### src/rtl/uart_hub_pkg.sv
// rtl/uart_hub_pkg.sv - shared types, defaults and helpers for the UART transmit hub
// Contents:
//   DEFAULT_WIDTH / DEFAULT_NUM_PORTS / DEFAULT_RETRY_CYCLES - parameter defaults
//   state_e - arbiter FSM state encoding
//   CLOG2   - constant ceil(log2) used to size pointers and counters
package uart_hub_pkg;

  localparam int DEFAULT_WIDTH        = 8;
  localparam int DEFAULT_NUM_PORTS    = 4;
  localparam int DEFAULT_RETRY_CYCLES = 4;

  typedef enum logic [1:0] {
    ST_IDLE      = 2'd0,
    ST_ISSUE     = 2'd1,
    ST_WAIT_LOW  = 2'd2,
    ST_WAIT_HIGH = 2'd3
  } state_e;

  function automatic int CLOG2(input int value);
    int result;
    result = 0;
    while ((1 << result) < value) begin
      result++;
    end
    return result;
  endfunction

endpackage

### src/rtl/rr_arbiter.sv
// rtl/rr_arbiter.sv - combinational round-robin selector
// Ports:
//   req       in  NUM_PORTS  request vector (one bit per port)
//   ptr       in  PTR_W      most recently granted index; search starts at ptr+1
//   grant_idx out PTR_W      index of the selected requester (0 when none)
//   any_grant out 1          at least one request is present
module rr_arbiter
  import uart_hub_pkg::*;
#(
  parameter int NUM_PORTS = DEFAULT_NUM_PORTS,
  parameter int PTR_W     = CLOG2(NUM_PORTS)
) (
  input  logic [NUM_PORTS-1:0] req,
  input  logic [PTR_W-1:0]     ptr,
  output logic [PTR_W-1:0]     grant_idx,
  output logic                 any_grant
);

  logic [PTR_W-1:0] idx;

  always_comb begin
    idx       = '0;
    grant_idx = '0;
    any_grant = 1'b0;
    // Scan from the farthest offset down to ptr+1 so the nearest requester
    // after ptr is the last writer and therefore wins. Offset NUM_PORTS is
    // ptr itself, which only wins when it is the sole requester.
    for (int off = NUM_PORTS; off >= 1; off--) begin
      idx = PTR_W'((int'(ptr) + off) % NUM_PORTS);
      if (req[idx]) begin
        grant_idx = idx;
        any_grant = 1'b1;
      end
    end
  end

endmodule

### src/rtl/uart_tx_arbiter.sv
// rtl/uart_tx_arbiter.sv - shares one uart_tx among NUM_PORTS character sources
// Ports:
//   clk, rst_n   clock and asynchronous active-low reset
//   in_valid     in  NUM_PORTS        per-port character offered
//   in_data      in  NUM_PORTS*WIDTH  port i character at [i*WIDTH +: WIDTH]
//   in_ready     out NUM_PORTS        per-port holding slot empty
//   tx_rdy       in  1                ready from the shared uart_tx
//   tx_new_data  out 1                one-cycle start strobe to uart_tx
//   tx_char      out WIDTH            character presented to uart_tx
//   cur_port     out 3                most recently granted port
//   busy         out 1                FSM not in IDLE
module uart_tx_arbiter
  import uart_hub_pkg::*;
#(
  parameter int NUM_PORTS    = DEFAULT_NUM_PORTS,
  parameter int WIDTH        = DEFAULT_WIDTH,
  parameter int RETRY_CYCLES = DEFAULT_RETRY_CYCLES
) (
  input  logic                       clk,
  input  logic                       rst_n,
  input  logic [NUM_PORTS-1:0]       in_valid,
  input  logic [NUM_PORTS*WIDTH-1:0] in_data,
  output logic [NUM_PORTS-1:0]       in_ready,
  input  logic                       tx_rdy,
  output logic                       tx_new_data,
  output logic [WIDTH-1:0]           tx_char,
  output logic [2:0]                 cur_port,
  output logic                       busy
);

  localparam int PTR_W = CLOG2(NUM_PORTS);
  localparam int CNT_W = CLOG2(RETRY_CYCLES + 1);
  localparam logic [PTR_W-1:0] PTR_LAST = PTR_W'(NUM_PORTS - 1);
  localparam logic [CNT_W-1:0] CNT_LAST = CNT_W'(RETRY_CYCLES - 1);

  state_e                         state_q, state_d;
  logic [NUM_PORTS-1:0]           full_q, full_d;
  logic [NUM_PORTS-1:0][WIDTH-1:0] hold_q, hold_d;
  logic [PTR_W-1:0]               ptr_q, ptr_d;
  logic [2:0]                     cur_port_q, cur_port_d;
  logic [WIDTH-1:0]               tx_char_q, tx_char_d;
  logic [CNT_W-1:0]               retry_q, retry_d;

  logic [PTR_W-1:0]               grant_idx;
  logic                           any_grant;

  rr_arbiter #(
    .NUM_PORTS (NUM_PORTS),
    .PTR_W     (PTR_W)
  ) u_rr_arbiter (
    .req       (full_q),
    .ptr       (ptr_q),
    .grant_idx (grant_idx),
    .any_grant (any_grant)
  );

  always_comb begin
    state_d    = state_q;
    full_d     = full_q;
    hold_d     = hold_q;
    ptr_d      = ptr_q;
    cur_port_d = cur_port_q;
    tx_char_d  = tx_char_q;
    retry_d    = retry_q;

    // Capture only into empty slots; a slot being granted this edge is full,
    // so capture and grant never touch the same port on one edge.
    for (int i = 0; i < NUM_PORTS; i++) begin
      if (in_valid[i] && !full_q[i]) begin
        full_d[i] = 1'b1;
        hold_d[i] = in_data[i*WIDTH +: WIDTH];
      end
    end

    case (state_q)
      ST_IDLE: begin
        if (any_grant && tx_rdy) begin
          tx_char_d         = hold_q[grant_idx];
          full_d[grant_idx] = 1'b0;
          ptr_d             = grant_idx;
          cur_port_d        = 3'(grant_idx);
          state_d           = ST_ISSUE;
        end
      end
      ST_ISSUE: begin
        retry_d = '0;
        state_d = ST_WAIT_LOW;
      end
      ST_WAIT_LOW: begin
        // uart_tx missed the strobe if rdy never drops; strobe the same char again.
        if (!tx_rdy) begin
          state_d = ST_WAIT_HIGH;
        end else if (retry_q == CNT_LAST) begin
          state_d = ST_ISSUE;
        end else begin
          retry_d = retry_q + CNT_W'(1);
        end
      end
      ST_WAIT_HIGH: begin
        if (tx_rdy) begin
          state_d = ST_IDLE;
        end
      end
      default: state_d = ST_IDLE;
    endcase
  end

  always_ff @(posedge clk or negedge rst_n) begin
    if (!rst_n) begin
      state_q    <= ST_IDLE;
      full_q     <= '0;
      hold_q     <= '0;
      ptr_q      <= PTR_LAST;
      cur_port_q <= '0;
      tx_char_q  <= '0;
      retry_q    <= '0;
    end else begin
      state_q    <= state_d;
      full_q     <= full_d;
      hold_q     <= hold_d;
      ptr_q      <= ptr_d;
      cur_port_q <= cur_port_d;
      tx_char_q  <= tx_char_d;
      retry_q    <= retry_d;
    end
  end

  assign in_ready    = ~full_q;
  assign tx_new_data = (state_q == ST_ISSUE);
  assign tx_char     = tx_char_q;
  assign cur_port    = cur_port_q;
  assign busy        = (state_q != ST_IDLE);

endmodule
### config.mk
export PLATFORM = sky130hd
export DESIGN_NAME = uart_tx_arbiter
export DESIGN_NICKNAME = d
export VERILOG_FILES = /design/src/rtl/uart_hub_pkg.sv /design/src/rtl/rr_arbiter.sv /design/src/rtl/uart_tx_arbiter.sv
export SDC_FILE = /design/constraint.sdc
export NUM_CORES = 1
export LEC_CHECK = 0
export CAP_MARGIN = 20
export CORE_UTILIZATION = 25
export CTS_CLUSTER_DIAMETER = 60
export DETAILED_ROUTE_END_ITERATION = 7
export MAX_ROUTING_LAYER = met4
export PLACE_DENSITY_LB_ADDON = 0.05
export SLEW_MARGIN = 20
export SYNTH_ARGS = -nofsm -noshare
export SYNTH_HDL_FRONTEND = slang
export SYNTH_SLANG_ARGS = --single-unit
### constraint.sdc
create_clock -name clk -period 2.2 [get_ports clk]
set_clock_uncertainty 0.2 [all_clocks]
set_input_delay 0.22 -clock clk [delete_from_list [all_inputs] [get_ports clk]]
set_output_delay 0.22 -clock clk [all_outputs]
set_load 0.01 [all_outputs]
==> flow_summary.ini <==
[worst_setup_path]
cp_slowest_cell = clkdlybuf4s50_1
start_kind = flip-flop
worst-setup-path-type = reg2out
cp_data_required_time_ns = 1.78
path_cells = nor2b_1 > clkdlybuf4s50_1
cp-startpoint = state_q[0]
cp-end-kind = output port
cp.arrival_ns = 1.58
slowest_delay_ns = 0.57
regToRegStartpoint = ptr_q[1]
crit_path_max_fanout = 8

[global_routing]
globalRoute.totalOverflow = 0
grt_pass1_wl_um = 9400
first_global_vias = 1796
grt_usage_pct = 12.4
antenna_found_initial = 0
grt_max_degree = 54

[logic_synthesis]
ys_ff_latch = 53
yosys.area.top_type = dfrtp_1
netlist_instances = 210
synthTopCellsByArea = dfrtp_1, mux2_2, o211ai_2, mux2i_1, nand3_1
ys_types = 30
syn_nets = 251
synth_seq_area_share_pct = 52.1
syn_area_per_cell_um2 = 12.1
yosysWarnings = 0
synth_area_um2 = 2550
synth_top_area_share_pct = 50.1

[place]
portBuffers = 54
gp_congestion = 0.666
pre_cts_slack_ns = 0.157
dpl.hpwl_um = 4260

[finish]
num-nets-final = 311
fillCellCount = 1032
drive_gt1_share_pct = 27.0
seq_area_um2 = 1330
area_delta_synth_final_pct = 31.6
multi_input_area_um2 = 1120
diodes = 0

[route]
drc = 0
postRouteAntennaNets = 0
wire_per_inst_um = 14.5
vias_per_cell = 4.32
drt-pass1-iter-count = 4
num_vias = 1739
first_iter_violations = 53
drt_wl_total_um = 5840

[pwr]
p_sw_share_pct = 35.3
power_frac_comb_pct = 43.7
power_frac_seq_pct = 42.4
peakVddDrop_v = 0.000338
powerDensity_nw_per_um2 = 1240
p_switching_uw = 1470
pwr-share-clk_pct = 13.8
power.leakage_uw = 0.00140
intPower_uw = 2700

[floorplanning]
start_util_pct = 26.0
die_y_um = 103
ioPinCount = 56
dieArea_um2 = 10600
die_x_um = 103
coreArea_um2 = 9820
rows = 36

[timing]
finalHoldViolCount = 0
period_needed_ns = 2.00
period_share_pct = 90.7
grt_setup_unrepaired = false
totalNegativeSetupSlack_ns = 0
finalSetupViolations = 0
worst_slack_ns = 0.205
fmax_ghz = 0.501
slew_violations = 0

[clocking]
cts_tree = built
cts_max_level = 2
clock_latency_ns = 0.31
cts_buffers = 5
ctsLongestPathBuffers = 2
clk_pin_slew_ns = 0.10
cts_resized = 0
clock-root-buffer = clkbuf_8
cts_num_sinks = 53

[worst_hold_path]
min_path_type = in2async

[outcome]
status = completed

[flow_run]
cap_viol_max_count = 0
[through the flow]
step	area (µm²)	power [µW]	cells	hold slack [ns]	util (%)
2_1_floorplan	2550	3000	210	-0.276	-
3_3_place_gp	3260	3640	395	0.0513	33.2
3_5_place_dp	3260	3660	395	0.0427	33.2
4_1_cts	3350	4250	403	0.240	34.1
5_1_grt	3350	4480	403	0.288	34.1
6_report	3350	4170	403	0.205	34.1
[logic make-up (layout without fill, tap and decap cells)]
| family | count (synthesis) | after routing | synth area share [%] |
|---|---|---|---|
| fa+ha+maj | 2 | 2 | 0.982 |
| simple gates | 54 | 54 | 10.5 |
| buf+inv | 18 | 78 | 3.93 |
| compound gates | 33 | 33 | 11.1 |
| flops | 53 | 53 | 52.1 |
| other cells | 1 | 1 | 0.147 |
| mux | 49 | 49 | 21.2 |
[worst max-delay path, delay by kind of cell, from the launching register on]
kind                   cells  cell delay (ns)
DFF                        1             0.48
and+or+nand+nor            1             0.22
buffers and inverters      1             0.57
[per-layer routing]
layer | global-route usage, % | vias to the layer above | wire length, µm
met5 | - | - | 0
met4 | 4.01 | 0 | 83
met3 | 2.44 | 9 | 195
met2 | 19.2 | 37 | 2760
met1 | 16.2 | 840 | 2800
li1 | - | 853 | -
[power groups by stage]
stage	Sequential, µW	Clock (µW)	Combinational (µW)
2_1_floorplan	1710	0	1290
3_3_place_gp	1820	0	1830
3_5_place_dp	1800	0	1860
4_1_cts	1790	602	1870
5_1_grt	1840	635	2000
6_report	1770	577	1820
[sequential cells by signal, indices dropped and copies added, names as in the netlist]
signal	cells
retry_q	3
cur_port	2
hold_q	32
full_q	4
ptr_q	2
tx_char	8
state_q	2
[worst paths after layout]
path / to / cells after the start / slack, ns
setup / recovery: tx_new_data / 2 / 0.20
setup reg to reg: tx_char[4] / 6 / 0.20
min in group clk: cur_port[1] / 1 / 0.31
hold reg to reg: cur_port[1] / 1 / 0.31
hold / removal: retry_q[0] / 3 / 0.21
max in group asynchronous: ptr_q[0] / 3 / 1.26
[area by class of cell]
| cell class | count | area share (%) |
|---|---|---|
| clock buffer | 7 | 2.57 |
| inverter | 7 | 0.784 |
| sequential | 53 | 39.6 |
| timing repair buffer | 64 | 18.7 |
| multi-input combinational | 139 | 33.4 |
| tap | 133 | 4.96 |
[cell usage after synthesis (all sizes together)]
cell	count
a21o	5
a21oi	9
a31oi	1
and2	2
buf	7
clkbuf	4
conb	1
dfrtp	51
dfstp	2
ha	2
inv	7
mux2	40
mux2i	9
nand2	13
nand2b	4
nand3	16
nand3b	1
nor2	10
nor2b	6
nor3	2
o211ai	8
o21ai	5
o21bai	1
o22a	2
o22ai	1
o41a	1
[layout by cell type, fill, tap and decap left out, types with 3 or more instances in the layout]
master / instances
dfrtp_1: 51
mux2i_1: 9
nor2_1: 10
buf_4: 8
clkdlybuf4s50_1: 53
mux2_2: 40
nand3_1: 16
nand2_1: 13
clkbuf_8: 6
a21o_1: 5
a21oi_1: 6
o211ai_2: 8
a21oi_2: 3
nor2b_1: 6
inv_1: 7
o21ai_0: 4
nand2b_1: 4
[timing repair]
action	CTS	global route
endpoints found under the setup margin	0	0
buffers inserted	0	0
endpoints found under the hold margin	53	0
hold buffers	1	0
Power figures use the tool's default switching activity.
